[src/rtl/color_mixer_arbiter_pkg.sv]
// Shared constants for the colour-mixer arbiter: pixel geometry and requester IDs.
package color_mixer_arbiter_pkg;

    localparam int NUMBER_OF_SUB_PIXEL = 4;

    localparam logic REQ_TEX   = 1'b0;
    localparam logic REQ_BLEND = 1'b1;

    function automatic int pixel_width(input int sub_pixel_width);
        return NUMBER_OF_SUB_PIXEL * sub_pixel_width;
    endfunction

endpackage

[src/rtl/color_mixer_arbiter_mixer.sv]
// Two-stage colour mixer: per channel saturate((A*B + C*D + 2^W-1) >> W).
// Stage 1 registers the product sum, stage 2 the rounded, saturated channel.
module color_mixer_arbiter_mixer
    import color_mixer_arbiter_pkg::*;
#(
    parameter int SUB_PIXEL_WIDTH = 8,
    localparam int PIXEL_WIDTH = NUMBER_OF_SUB_PIXEL * SUB_PIXEL_WIDTH
) (
    input  logic                   aclk,
    input  logic                   resetn,
    input  logic                   ce,
    input  logic [PIXEL_WIDTH-1:0] color_a,
    input  logic [PIXEL_WIDTH-1:0] color_b,
    input  logic [PIXEL_WIDTH-1:0] color_c,
    input  logic [PIXEL_WIDTH-1:0] color_d,
    output logic [PIXEL_WIDTH-1:0] mixed_color
);

    localparam int W = SUB_PIXEL_WIDTH;

    for (genvar ch = 0; ch < NUMBER_OF_SUB_PIXEL; ch++) begin : g_ch
        logic [W-1:0]   ca, cb, cc, cd;
        logic [2*W-1:0] prod_ab, prod_cd;
        logic [2*W:0]   sum_d, sum_q, rounded;
        logic [W:0]     shifted;
        logic [W-1:0]   sat, res_q;

        assign ca = color_a[ch*W +: W];
        assign cb = color_b[ch*W +: W];
        assign cc = color_c[ch*W +: W];
        assign cd = color_d[ch*W +: W];

        assign prod_ab = {{W{1'b0}}, ca} * {{W{1'b0}}, cb};
        assign prod_cd = {{W{1'b0}}, cc} * {{W{1'b0}}, cd};
        assign sum_d   = {1'b0, prod_ab} + {1'b0, prod_cd};

        // Worst case 2*(2^W-1)^2 + 2^W-1 still fits in 2W+1 bits.
        assign rounded = sum_q + {{(W+1){1'b0}}, {W{1'b1}}};
        assign shifted = rounded[2*W:W];
        assign sat     = shifted[W] ? {W{1'b1}} : shifted[W-1:0];

        always_ff @(posedge aclk) begin
            if (!resetn) begin
                sum_q <= '0;
                res_q <= '0;
            end else if (ce) begin
                sum_q <= sum_d;
                res_q <= sat;
            end
        end

        assign mixed_color[ch*W +: W] = res_q;
    end

endmodule

[src/rtl/color_mixer_arbiter.sv]
// Round-robin share of one two-stage colour mixer between two requesters,
// with requester ID and tag carried alongside the mixer pipeline.
module color_mixer_arbiter
    import color_mixer_arbiter_pkg::*;
#(
    parameter int SUB_PIXEL_WIDTH = 8,
    parameter int USER_WIDTH      = 16,
    localparam int PIXEL_WIDTH = NUMBER_OF_SUB_PIXEL * SUB_PIXEL_WIDTH
) (
    input  logic                   aclk,
    input  logic                   reset,

    input  logic                   s0_valid,
    output logic                   s0_ready,
    input  logic [PIXEL_WIDTH-1:0] s0_colorA,
    input  logic [PIXEL_WIDTH-1:0] s0_colorB,
    input  logic [PIXEL_WIDTH-1:0] s0_colorC,
    input  logic [PIXEL_WIDTH-1:0] s0_colorD,
    input  logic [USER_WIDTH-1:0]  s0_user,

    input  logic                   s1_valid,
    output logic                   s1_ready,
    input  logic [PIXEL_WIDTH-1:0] s1_colorA,
    input  logic [PIXEL_WIDTH-1:0] s1_colorB,
    input  logic [PIXEL_WIDTH-1:0] s1_colorC,
    input  logic [PIXEL_WIDTH-1:0] s1_colorD,
    input  logic [USER_WIDTH-1:0]  s1_user,

    output logic                   m0_valid,
    input  logic                   m0_ready,
    output logic [PIXEL_WIDTH-1:0] m0_color,
    output logic [USER_WIDTH-1:0]  m0_user,

    output logic                   m1_valid,
    input  logic                   m1_ready,
    output logic [PIXEL_WIDTH-1:0] m1_color,
    output logic [USER_WIDTH-1:0]  m1_user
);

    logic                   ce;
    logic                   rr;
    logic                   grant_valid;
    logic                   grant_id;
    logic                   transfer;

    logic                   v1, v2;
    logic                   id1, id2;
    logic [USER_WIDTH-1:0]  user1, user2;

    logic [PIXEL_WIDTH-1:0] mix_a, mix_b, mix_c, mix_d;
    logic [PIXEL_WIDTH-1:0] mixed_color;
    logic [USER_WIDTH-1:0]  grant_user;

    // Whole pipeline stalls when the result at the head is not taken.
    assign ce = !v2 || (id2 ? m1_ready : m0_ready);

    always_comb begin
        grant_valid = 1'b0;
        grant_id    = rr;
        if (rr ? s1_valid : s0_valid) begin
            grant_valid = 1'b1;
            grant_id    = rr;
        end else if (rr ? s0_valid : s1_valid) begin
            grant_valid = 1'b1;
            grant_id    = ~rr;
        end
    end

    assign s0_ready = ce && grant_valid && (grant_id == REQ_TEX);
    assign s1_ready = ce && grant_valid && (grant_id == REQ_BLEND);
    assign transfer = ce && grant_valid;

    always_comb begin
        mix_a      = s0_colorA;
        mix_b      = s0_colorB;
        mix_c      = s0_colorC;
        mix_d      = s0_colorD;
        grant_user = s0_user;
        if (grant_id == REQ_BLEND) begin
            mix_a      = s1_colorA;
            mix_b      = s1_colorB;
            mix_c      = s1_colorC;
            mix_d      = s1_colorD;
            grant_user = s1_user;
        end
    end

    // Tags are don't-care while their valid bit is low, so only control state resets.
    always_ff @(posedge aclk) begin
        if (reset) begin
            v1  <= 1'b0;
            v2  <= 1'b0;
            id1 <= 1'b0;
            id2 <= 1'b0;
            rr  <= 1'b0;
        end else if (ce) begin
            v1  <= transfer;
            v2  <= v1;
            id2 <= id1;
            if (transfer) begin
                id1 <= grant_id;
                rr  <= ~grant_id;
            end
        end
    end

    always_ff @(posedge aclk) begin
        if (ce) begin
            if (transfer) user1 <= grant_user;
            user2 <= user1;
        end
    end

    color_mixer_arbiter_mixer #(
        .SUB_PIXEL_WIDTH (SUB_PIXEL_WIDTH)
    ) u_mixer (
        .aclk        (aclk),
        .resetn      (~reset),
        .ce          (ce),
        .color_a     (mix_a),
        .color_b     (mix_b),
        .color_c     (mix_c),
        .color_d     (mix_d),
        .mixed_color (mixed_color)
    );

    assign m0_valid = v2 && (id2 == REQ_TEX);
    assign m1_valid = v2 && (id2 == REQ_BLEND);
    assign m0_color = mixed_color;
    assign m1_color = mixed_color;
    assign m0_user  = user2;
    assign m1_user  = user2;

endmodule

[config.mk]
export PLATFORM = sky130hd
export DESIGN_NAME = color_mixer_arbiter
export DESIGN_NICKNAME = d
export VERILOG_FILES = /design/src/rtl/color_mixer_arbiter_pkg.sv /design/src/rtl/color_mixer_arbiter_mixer.sv /design/src/rtl/color_mixer_arbiter.sv
export SDC_FILE = /design/constraint.sdc
export NUM_CORES = 2
export LEC_CHECK = 0
export ABC_AREA = 1
export CAP_MARGIN = 20
export CORE_ASPECT_RATIO = 0.9
export CORE_MARGIN = 2
export CORE_UTILIZATION = 55
export DETAILED_ROUTE_END_ITERATION = 12
export PLACE_DENSITY = 0.8
export SYNTH_ARGS = -nofsm -noshare
export SYNTH_HDL_FRONTEND = slang
export SYNTH_HIERARCHICAL = 1
export SYNTH_SLANG_ARGS = --single-unit
[constraint.sdc]
create_clock -name aclk -period 8.91 [get_ports aclk]
set_clock_uncertainty 0.1 [all_clocks]
set_input_delay 2.673 -clock aclk [delete_from_list [all_inputs] [get_ports aclk]]
set_output_delay 2.673 -clock aclk [all_outputs]
set_load 0.02 [all_outputs]
---- Yosys cells after proc, flatten, opt, wreduce, memory -nomap -nowiden ----
Cells that the tools add are included.
cells by class
  $add $sub $neg .......................... 8
  $mul .................................... 8
  divide/modulo/power cells ............... 0
  $lt $le $gt $ge ......................... 0
  equality and inequality tests ........... 0
  shifts and indexed selects .............. 0
  muxes and demuxes ....................... 16
  bitwise operators ....................... 3
  reduce and logical (&&, ||, !) cells .... 8
operators by type and width
  kind                   count
  $mul 8x8->16           8
  $mux 32                4
  $add 16x16->17         4
  $add 17x8->17 const B  4
  $mux 8                 4
  $mux 16                1
  $mux 1                 7
  $logic_and 1x1->1      5
  $not 1->1              3
  $reduce_and 2->1       1
  $logic_not 1->1        1
  $logic_or 1x1->1       1
word-level totals
  bits in registers ....................... 137
  bits in latches ......................... 0
  memory bits (writable) .................. 0
  memory bits (read-only) ................. 0
  bits of input ports ..................... 294
  output and inout port bits .............. 100
  memories kept ........................... 0

---- Depth between registers and ports, before layout ----
  depth in word-level cells ............... 6
  mapped depth ............................ 32
  gate-level depth less buffers ........... 29

---- Cells and area by module ----
The synthesis kept the hierarchy.
modules (own cells, without submodules)
  module                     times used  cells each  area an instance (µm²)
  color_mixer_arbiter_mixer  1           3463        23939.2
  color_mixer_arbiter        1           600         3607.2

---- Least setup slack after synthesis ----
Ideal clock, no wire load.
  kind .................................... input-to-reg
  start point ............................. input s0_valid
  end point ............................... register u_mixer.g_ch[0].sum_q[9]
  library setup time ...................... 0.115 ns
  data arrival time ....................... 7.786 ns
  data required time ...................... 8.695 ns
  setup slack ............................. 0.908 ns
  cell stages on the path ................. 27
  buffers on the path ..................... 3
  path through ............................ inv_1 a21oi_2 inv_2 nand2_4 buf_6 buf_2 nand2_1 nand2_1 clkbuf_1 nand2_1 fa_1 fa_1 inv_1 fa_1 fa_1 fa_1 inv_1 fa_1 inv_1 ha_1 nand2_1 inv_1 a21oi_1 nand2_1 xor2_1 o21ai_0 inv_1
on the way
  cells in the longest elaborated chain, start to end .. 6
  elaborated cells between the ends (all ways) .. 11
  classes of those cells .................. add/sub (1); mul (2); mux (8)
ends and longest elaborated chain
  element                 RTL line                         text
  start: declaration      color_mixer_arbiter.sv:13        input logic s0_valid,
  $mux 1 (2 in a row)     color_mixer_arbiter.sv:63        end else if (rr ? s0_valid : s1_valid) begin
  $mux 1 *                color_mixer_arbiter.sv:60        if (rr ? s1_valid : s0_valid) begin
  $mux 32 *               color_mixer_arbiter.sv:79        if (grant_id == REQ_BLEND) begin
  named net mix_a[6]      color_mixer_arbiter.sv:50        logic [PIXEL_WIDTH-1:0] mix_a, mix_b, mix_c, mix_d;
  $mul 8x8->16 *          color_mixer_arbiter_mixer.sv:33  assign prod_ab = {{W{1'b0}}, ca} * {{W{1'b0}}, cb};
  $add 16x16->17 *        color_mixer_arbiter_mixer.sv:35  assign sum_d = {1'b0, prod_ab} + {1'b0, prod_cd};
  end signal: assignment  color_mixer_arbiter_mixer.sv:47  sum_q <= sum_d;
  end: declaration        color_mixer_arbiter_mixer.sv:24  logic [2*W:0] sum_d, sum_q, rounded;
The timed path passes the listed nets; every way through them passes the cells marked *.
A chain may end at the register's enable or synchronous reset.

---- Final worst setup path ----
  start point ............................. input s0_valid
  end point ............................... register u_mixer.g_ch[2].sum_q[15]
on the way
  cells in the longest elaborated chain, start to end .. 6
  elaborated cells between the ends (all ways) .. 11
  classes of those cells .................. add/sub (1); mul (2); mux (8)
ends and longest elaborated chain
  element                 RTL line
  $mux 1 (2 in a row)     color_mixer_arbiter.sv:63
  $mux 1 *                color_mixer_arbiter.sv:60
  $mux 32 *               color_mixer_arbiter.sv:79
  named net mix_b[20]     color_mixer_arbiter.sv:50
  $mul 8x8->16 *          color_mixer_arbiter_mixer.sv:33
  $add 16x16->17 *        color_mixer_arbiter_mixer.sv:35
  end signal: assignment  color_mixer_arbiter_mixer.sv:47
  end: declaration        color_mixer_arbiter_mixer.sv:24
Marks and branches as above.

==> impl_results.md <==
* Ports at 394
* Top FF cell, synth: dfxtp_1
* Antenna viol nets, final at 0
* Row count at 77
* Post-Syn Area at 27500 um2
* Hold path cells at 0
* Port bufs at 393
* Post-CTS Setup Bufs at 0
* WHS Endpoint: m0_user[6]
* Crit path kind: in2reg
* ANT cells at 0
* Routed WL at 73200 um
* Synth area leaders: fa_1 (28%), nand2_1 (16%), inv_1 (16%)
* TritonRoute pass-1 iters at 7
* Reg-to-Reg Start: rr
* Die Wd at ~240 um
* Delay of the slowest critical-path stage at between 0.5 and 0.6 ns
* Slew Limit Fails at 0
* GR Overflow Total at 0
* R2R setup slack at 2.77 ns
* Synth top area share at between 20% and 30%
* Stages on worst setup path at 27
* Met2 Use GR at 49.2%
* Finished Layout Cells at 5043
* Gr usage total at 28.9%
* Fraction of layout cells with a size suffix above 1 at 4.51%
* Synthesized Nets at between 5000 and 6000
* CP most frequent cell: nand2_1
* R2R depth at 25
* RSZ-0062 raised after global routing: no
* Final setup violating endpoints at 0
* Most Used Layer, Global Route: met2
* Seq cells post-synth at between 100 and 150
* Final WS setup at 0.391 ns
* 1st-iter DRT viols at 1697
* Number of vias per cell at 4.89
* Async S/R FF share, synth at 0%
* Met1 usage at 39.0%
* Placed insts at 5011
* CTS H-tree depth at 4
* # hold bufs at CTS at 0
* Die Footprint at ~52000 um2
* Post-synth EDFFs at 32
* Vias in the first global route at 24730
* CP Data Required Time at just over 9 ns
* Fin. Hold Viols at 0
* Seq/Total Area, Yosys at between 10% and 20%
* Floorplan core area at 49300 um2
* Crit path max-delay family: adder cells
* DIE HEIGHT at 216 um
* M3 GR Usage at about 2.7%
* Worst Max-Slew Pin Slew at about 0.84 ns
* Per-cell routed wire length at 14.5 um
* CP arrival at 8.77 ns
* Num CTS Buffers at 17
* Mean Syn Cell Area at around 6.8 um2
* Min cycle time layout at around 8.5 ns
* FMAX at 117 MHz
* MaxCap Viol Count at 0
* Post-CTS Resized at 0
* Worst Hold Class: reg2reg
* Bufs and invs on worst path at 7
* Syn Inst Count at about 4100
* Num Clock Sinks at ~140
* First-pass GRT wire length at 121000 um
* Clock-pin slew on the worst setup and hold paths at 0.06 ns
* Post-synth cell types at 33
* Hold_sp: user1[6]
* DRC viols at 0
* Fin nets at 5301
* Setup TNS at 0 ns
* Yosys top cell by area: fa_1
* CP max stage cell: fa_1
* Area Overhead vs Synth at 19.4%
* Routability cong. at 0.972
* Period Utilization, post-route at between 90% and 100%
* Maximum fanout along the worst path at 51
* Worst r2r dst: u_mixer/g_ch[2].sum_q[15]
* Clk Latency, worst-skew pair at 0.45 ns
* Crit end category: flip-flop
* Synth warn at 6
* Clk root buf: clkbuf_16
* Status: finished clean
* CTS tree: done
* Crit path launch type: primary input
* DP HPWL at between 60000 and 70000 um
* Largest net degree at the start of global routing at 88
* Routed via count at 24656
* Worst slack, placed at -0.0399 ns
* Initial Util at 55.8%
* Max Buffers Root-to-Sink at 2
* Max_slew headroom at approximately 44%
* Initial antenna violation count at 0
layout by cell type, fill, tap and decap left out, types with 4 or more instances in the layout:
cell and count:
xor2_1 34, clkinvlp_4 4, inv_6 7, inv_1 1143
inv_2 9, dfxtp_1 105, edfxtp_1 32, nor3_1 4
o21ai_0 94, nand2_4 5, clkbuf_16 17, buf_4 123
clkdlybuf4s50_1 393, a21oi_1 93, nor2_1 192, nand2_1 1158
fa_1 388, buf_12 12, nand4_1 19, nand3_1 255
ha_1 260
how the worst max path moves through the flow:
| stage | start | endpoint |
|---|---|---|
| after detailed placement | s0_valid | u_mixer/g_ch[2].sum_q[16] |
| final | s0_valid | u_mixer/g_ch[2].sum_q[15] |
| after CTS | s0_valid | u_mixer/g_ch[2].sum_q[15] |
| after global routing | s0_valid | u_mixer/g_ch[2].sum_q[15] |
| after global placement | s0_valid | u_mixer/g_ch[2].sum_q[15] |
| after floorplan | s0_valid | u_mixer/g_ch[0].sum_q[9] |
flip-flops by register name, summed over array words and instances, names as in the netlist:
register	cells
id1	1
id2	1
m0_user	16
rr	1
u_mixer/g_ch.res_q	32
u_mixer/g_ch.sum_q	68
user1	16
v1	1
v2	1
final cells by class:
| type | count | area, um2 |
|---|---|---|
| multi-input combinational | 2522 | 19000 |
| timing repair buffer | 528 | 5100 |
| clock buffer | 17 | 425 |
| inverter | 1153 | 4330 |
| sequential | 137 | 3060 |
| clock inverter | 15 | 155 |
| fill | 4240 | 16400 |
| tap | 671 | 840 |
metal layers:
| metal | wire [um] | up-vias |
|---|---|---|
| met3 | 3920 | 128 |
| met1 | 32000 | 11545 |
| met4 | 1980 | 0 |
| met2 | 35300 | 763 |
| li1 | - | 12220 |
| met5 | 0 | - |
cells in the mapped netlist, types with 2 or more instances:
cell type and instances:
xor2_1 34, a21oi_1 93, ha_1 260, nand3_2 3, o21ai_0 94, nor2_1 192
fa_1 388, nand3_1 256, buf_1 9, buf_4 48, or2_2 2, buf_2 41
nand2_1 1158, nand2_2 3, nand4_1 19, nor3_1 4, inv_1 1144, edfxtp_1 32
clkbuf_1 152, or2_0 2, nand2_4 5, dfxtp_1 105, inv_2 9
cells by family after synthesis:
logic type,after synthesis,synth area share [%]
AND/OR/NAND/NOR,1650,24.2
XOR/XNOR,36,1.21
flip-flops,137,11.1
buffers and inverters,1404,20.0
AO/OA/AOI/OAI,188,3.43
adder cells (fa/ha/maj),648,40.0
stage by stage:
stage	hold WS [ns]	util, %	cell area, um2
finish	0.319	66.7	32900
floorplan	0.300	-	27500
global placement	0.300	65.5	32300
detailed placement	0.305	65.5	32300
global route	0.327	66.7	32900
CTS	0.317	66.7	32900
Power is left out: the tool's default activity adds up to more than one toggle a clock period on the data nets, which glitch-free logic cannot reach.
